$ cat config.mk
export PLATFORM = sky130hd
export DESIGN_NAME = out_wrapper_fifo
export DESIGN_NICKNAME = d
export VERILOG_FILES = /design/src/rtl/out_wrapper_fifo.sv
export SDC_FILE = /design/constraint.sdc
export NUM_CORES = 1
export LEC_CHECK = 0
export CORE_MARGIN = 2
export CORE_UTILIZATION = 43
export DETAILED_ROUTE_END_ITERATION = 10
export PLACE_DENSITY = 0.77
export SETUP_SLACK_MARGIN = 0.15
export SLEW_MARGIN = 30
export SYNTH_ARGS = -nofsm -noshare
export SYNTH_HDL_FRONTEND = slang
export SYNTH_SLANG_ARGS = --single-unit
$ cat constraint.sdc
create_clock -name clk -period 3.4 [get_ports clk]
set_input_delay 0.34 -clock clk [delete_from_list [all_inputs] [get_ports clk]]
set_output_delay 0.34 -clock clk [all_outputs]
set_load 0.1 [all_outputs]
$ cat src/rtl/out_wrapper_fifo.sv
// Output stage of the FP multiplier: captures resDone products into a small
// show-ahead FIFO and hands them out under a valid/accept handshake.
module out_wrapper_fifo #(
  parameter int WIDTH = 32,
  parameter int DEPTH = 2
) (
  input  logic                       clk,
  input  logic                       rst,
  input  logic                       resDone,
  input  logic [WIDTH-1:0]           resBus,
  input  logic                       outAccept,
  output logic                       outValid,
  output logic [WIDTH-1:0]           outBus,
  output logic                       full,
  output logic                       empty,
  output logic [$clog2(DEPTH):0]     count,
  output logic                       overflow
);

  localparam int PTR_W = $clog2(DEPTH);
  localparam int CNT_W = PTR_W + 1;

  logic [WIDTH-1:0] mem_q [DEPTH];
  logic [WIDTH-1:0] mem_d [DEPTH];
  logic [PTR_W-1:0] wr_ptr_q, wr_ptr_d;
  logic [PTR_W-1:0] rd_ptr_q, rd_ptr_d;
  logic [CNT_W-1:0] count_q, count_d;
  logic             overflow_q, overflow_d;

  logic wr;
  logic rd;

  assign empty    = (count_q == '0);
  assign full     = (count_q == CNT_W'(DEPTH));
  assign outValid = ~empty;
  assign outBus   = outValid ? mem_q[rd_ptr_q] : '0;
  assign count    = count_q;
  assign overflow = overflow_q;

  // A read frees a slot in the same cycle, so a full FIFO still accepts a write.
  assign rd = outValid & outAccept;
  assign wr = resDone & (~full | rd);

  always_comb begin
    mem_d      = mem_q;
    wr_ptr_d   = wr_ptr_q;
    rd_ptr_d   = rd_ptr_q;
    count_d    = count_q;
    overflow_d = overflow_q;
    if (wr) begin
      mem_d[wr_ptr_q] = resBus;
      wr_ptr_d        = wr_ptr_q + PTR_W'(1);
    end
    if (rd) begin
      rd_ptr_d = rd_ptr_q + PTR_W'(1);
    end
    if (wr && !rd) begin
      count_d = count_q + CNT_W'(1);
    end else if (rd && !wr) begin
      count_d = count_q - CNT_W'(1);
    end
    if (resDone && !wr) begin
      overflow_d = 1'b1;
    end
  end

  always_ff @(posedge clk or posedge rst) begin
    if (rst) begin
      wr_ptr_q   <= '0;
      rd_ptr_q   <= '0;
      count_q    <= '0;
      overflow_q <= 1'b0;
    end else begin
      wr_ptr_q   <= wr_ptr_d;
      rd_ptr_q   <= rd_ptr_d;
      count_q    <= count_d;
      overflow_q <= overflow_d;
    end
  end

  // Storage is qualified by count/pointers, so it carries no reset.
  always_ff @(posedge clk) begin
    mem_q <= mem_d;
  end

endmodule
# --- Word-level counts from Yosys, hierarchy flattened ---
# Cells that the tools add are included.
word_totals:
  output_inout_bits: 38
  regBits: 69
  elab_cells: 38
op_classes:
  mux: 9
  addsub: 4
  reduce_logical: 8
  magnitude_cmp: 3
  n_bitwise: 7
  n_eq_ne: 1
ops:
  columns: ["cell", "n"]
  rows:
  - ["$mux W32", 5]
  - ["$bwmux W64", 1]
  - ["$demux W32 S1", 1]
  - ["$ge A2 B2 Y1 const B", 2]
  - ["$logic_and A1 B1 Y1", 4]
  - ["$mux W2", 2]
  - ["$not A1 Y2", 2]
  - ["$add A1 B1 Y1 const B", 2]
  - ["$add A2 B1 Y2 const B", 1]
  - ["$and A1 B1 Y1", 2]
  - ["$eq A2 B2 Y1 const B", 1]
  - ["$logic_not A1 Y1", 2]
  - ["$logic_not A2 Y1", 1]
  - ["$lt A2 B1 Y1 const B", 1]
  - ["$not A1 Y1", 2]
  - ["$reduce_bool A2 Y1", 1]
  - ["$sub A2 B1 Y2 const B", 1]
  - ["$or A1 B1 Y1", 1]

# --- Depth between registers and ports, before layout ---
depth:
  depth_word: 9
  mapped_depth: 7

# --- Least setup slack after synthesis ---
# Ideal clock, no wire load.
synth_timing:
  kind: "register to output"
  startpoint: "register count_q[0] (netlist: count[0])"
  endpoint: "output outBus[2]"
  stages_incl_launch_ff: 5
  n_path_buf: 1
  arrival_time_ns: 3.062
  setup_slack_ns: -0.002
  cell_sequence: "dfrtp_1 or2_4 inv_4 buf_8 nor2_1"
synth_via:
  elab_chain_len: 2
synth_rtl:
  columns: ["element", "line", "text"]
  rows:
  - ["start: declaration", "27", "logic [CNT_W-1:0] count_q, count_d;"]
  - ["start signal: assignment", "76", "count_q <= count_d;"]
  - ["$logic_not A2 Y1", "33", "assign empty = (count_q == '0);"]
  - ["named net empty", "15", "output logic empty,"]
  - ["$mux W32", "36", "assign outBus = outValid ? mem_q[rd_ptr_q] : '0;"]
  - ["end: declaration", "13", "output logic [WIDTH-1:0] outBus,"]
# The timed path passes the listed nets, and every way through them passes these cells.

# --- Final worst setup path ---
layout_timing:
  startpoint: "register count_q[0] (netlist: count[0])"
  endpoint: "output full"
layout_via:
  elab_chain_len: 1
layout_rtl:
  columns: ["element", "line", "text"]
  rows:
  - ["$eq A2 B2 Y1", "34", "assign full = (count_q == CNT_W'(DEPTH));"]
  - ["end: declaration", "14", "output logic full,"]
# Every way passes these cells.

==> run_results.csv <==
group,metric,value,unit
synth,ys_types,21,
placed_design,dp_cells,299,
critical_path,worstPathRequired,3.06,ns
floorplan,dieArea,0.00692,sq mm
clock_tree,cts_root_buffer,"clkbuf_8",
clock_tree,cts_resized,0,
routing,wire_per_inst,13.9,microns
sta,slew_headroom,35.6,%
routing,num_vias,1492,
critical_path,reg2reg_slack,1.53,ns
synth,synth.ff_latch_count,69,
routing,drt_iter0_drc,49,
synth,syn_area,0.00270,sq mm
critical_path,endpoint,"full",
floorplan,num_io_pins,74,
critical_path,worstRegToRegCells,4,
sta,hold_ws,0.220,ns
global_route,track_usage,12.9,%
routing,drcViolationCount,0,
outcome,status,"complete, no violations",
critical_path,path_buf_inv,1,
synth,synth_area_leaders,"edfxtp_1 71%, mux2i_1 12%, dfrtp_1 4.6%, nor2_1 4.5%, buf_4 1.1%",
clock_tree,clk_pin_slew,0.06,ns
critical_path,timing.rr.end,"mem_q[25]$_DFFE_PP_",
global_route,first_global_vias,1482,
floorplan,dieWidth,83.2,microns
placed_design,gp_congestion,0.706,
clock_tree,numCtsBuffers,9,
placed_design,portBuffers,73,
synth,syn-num-nets,195,
synth,syn_area_per_cell,17.1,sq um
critical_path,crit_type,"flip-flop to primary output",
synth,synthCells,158,
global_route,grt_pass1_wl,6960,microns
critical_path,cp.depth,2,
layout,finalNonFillerCells,315,
floorplan,start_util,45.0,%
critical_path,crit_path_top_delay_cell,"clkdlybuf4s50_1",
sta,report.final.setup_viol,0,
global_route,grt_max_degree,34,
clock_tree,clock-sinks,69,
global_route,antenna_found_initial,0,
routing,finalWirelength,4390,microns
floorplan,fp.dieH,83.2,microns
floorplan,rows,28,
routing,ant_nets,0,
clock_tree,clock_latency,0.32,ns
worst_hold_path,min_path_type,"input pin to async pin",
sta,tightestPinTransition,0.962,ns
critical_path,worstSetupStartpoint,"count[0]$_DFFE_PP0P_",
critical_path,crit_chain,"and2b_1, clkdlybuf4s50_1",
clock_tree,post_cts.repair.setup_buffers,0,
sta,period_minus_slack,2.46,ns
critical_path,slowest_delay,1.12,ns
floorplan,core-area,0.00599,sq mm
critical_path,cpLargestDelayFamily,"buffers and inverters",
layout,antenna_cells,0,
critical_path,crit_arrival,2.12,ns
layout,drive_above_1_share,32.1,%
placed_design,placed_cell_area,0.00343,sq mm
routing,post_drt_via_cell_ratio,4.74,
critical_path,critPathCaptureType,"primary output",
clock_tree,htreeDepth,3,
sta,fin_crit_sh,72.4,%
clock_tree,cts_buffer_depth,2,
sta,hold_viol,0,
sta,timing.fmax,0.406,GHz
sta,timing.clock.skew,0.00514,ns
clock_tree,tritoncts,"done",
synth,synth_top_cell_area_share,71.2,%
sta,rsz0062_at_grt,"no",
clock_tree,ctsHoldBuffers,0,
sta,slew_viol_final,0,
synth,yosys_warnings,0,
layout,area.growth.synth_to_final,34.3,%
critical_path,r2r_start,"count[1]$_DFFE_PP0P_",
routing,dr.pass1.iters,4,
placed_design,dpl.hpwl,2910,microns
critical_path,crit_path_max_fanout,6,
critical_path,start_kind,"flip-flop",
global_route,grt-ovfl-total,0,
synth,yosysTopAreaCell,"edfxtp_1",
layout,nets,272,
layout,fin_area,0.00362,sq mm
flow_run,cap_violations,0,
synth,seq_area_frac_synth,75.9,%
[sequential cells by signal, indices dropped and copies added, names as in the netlist]
register,cells
count,2
mem_q,64
overflow,1
rd_ptr_q,1
wr_ptr_q,1
[metrics by stage]
stage               setup WS (ns)  utilization [%]  TNS (ns)
floorplan                -0.00208                -   -0.0146
global placement             1.24             57.3         0
finish                      0.939             60.5         0
detailed placement           1.19             57.3         0
CTS                         0.911             60.5         0
global route                0.861             60.5         0
[synth_stat cells]
master     n
nor2_1    32
inv_4      1
inv_2      1
buf_6      2
mux2i_1   32
nand2_1    1
xnor2_1    3
edfxtp_1  64
nor3b_2    1
nor2_2     2
buf_8      1
and2b_1    1
or2_4      1
and2_1     1
dfrtp_1    5
inv_1      1
buf_4      4
ha_1       1
xor2_1     2
nand2b_4   1
a21o_1     1
[per-layer routing]
metal / GRT usage, % / wire (microns)
met5: 0 / 0
met1: 15.6 / 1770
met2: 21.6 / 2320
met4: 5.81 / 38
met3: 3.48 / 259
[cells by family after synthesis]
family | count (synthesis) | synth area share [%]
DFF | 69 | 75.9
and+or+nand+nor | 40 | 6.86
muxes | 32 | 11.9
buffers and inverters | 10 | 3.01
xor gates and xnor gates | 5 | 1.62
AOI/OAI and AO/OA | 1 | 0.278
adders and majority gates | 1 | 0.464
[layout by cell type (no fill, tap or decap), drive strengths merged]
cell and n:
nor3b 1, a21o 1, edfxtp 64, buf 33, nand2b 1, ha 1, inv 3, and2b 1
nand2 1, and2 1, dfrtp 5, nor2 34, clkinv 1, mux2i 32, clkdlybuf4s50 40, xnor2 3
clkbuf 15, xor2 2, or2 1
[layout make-up]
| type | count | area (sq um) |
|---|---|---|
| fillers | 492 | 2370 |
| flip-flops and latches | 69 | 2050 |
| repair buffers | 73 | 648 |
| multi-input cells | 79 | 628 |
| clock buffers | 15 | 186 |
| well taps | 75 | 93.8 |
| inverters | 3 | 13.8 |
| clock inverters | 1 | 5.00 |
[worst min-delay path by stage]
stage                         start                    to  slack [ns]  depth (start not counted)
2_1_floorplan                   rst  count[0]$_DFFE_PP0P_        0.12                          1
3_3_place_gp   overflow$_DFFE_PP0P_  overflow$_DFFE_PP0P_        0.46                          1
3_5_place_dp   overflow$_DFFE_PP0P_  overflow$_DFFE_PP0P_        0.45                          1
4_1_cts                         rst  wr_ptr_q$_DFFE_PP0N_        0.22                          2
5_1_grt                         rst  rd_ptr_q$_DFFE_PP0P_        0.23                          2
6_report                        rst  wr_ptr_q$_DFFE_PP0N_        0.22                          2
Power is left out: the tool's default activity adds up to more than one toggle a clock period on the data nets, which glitch-free logic cannot reach.
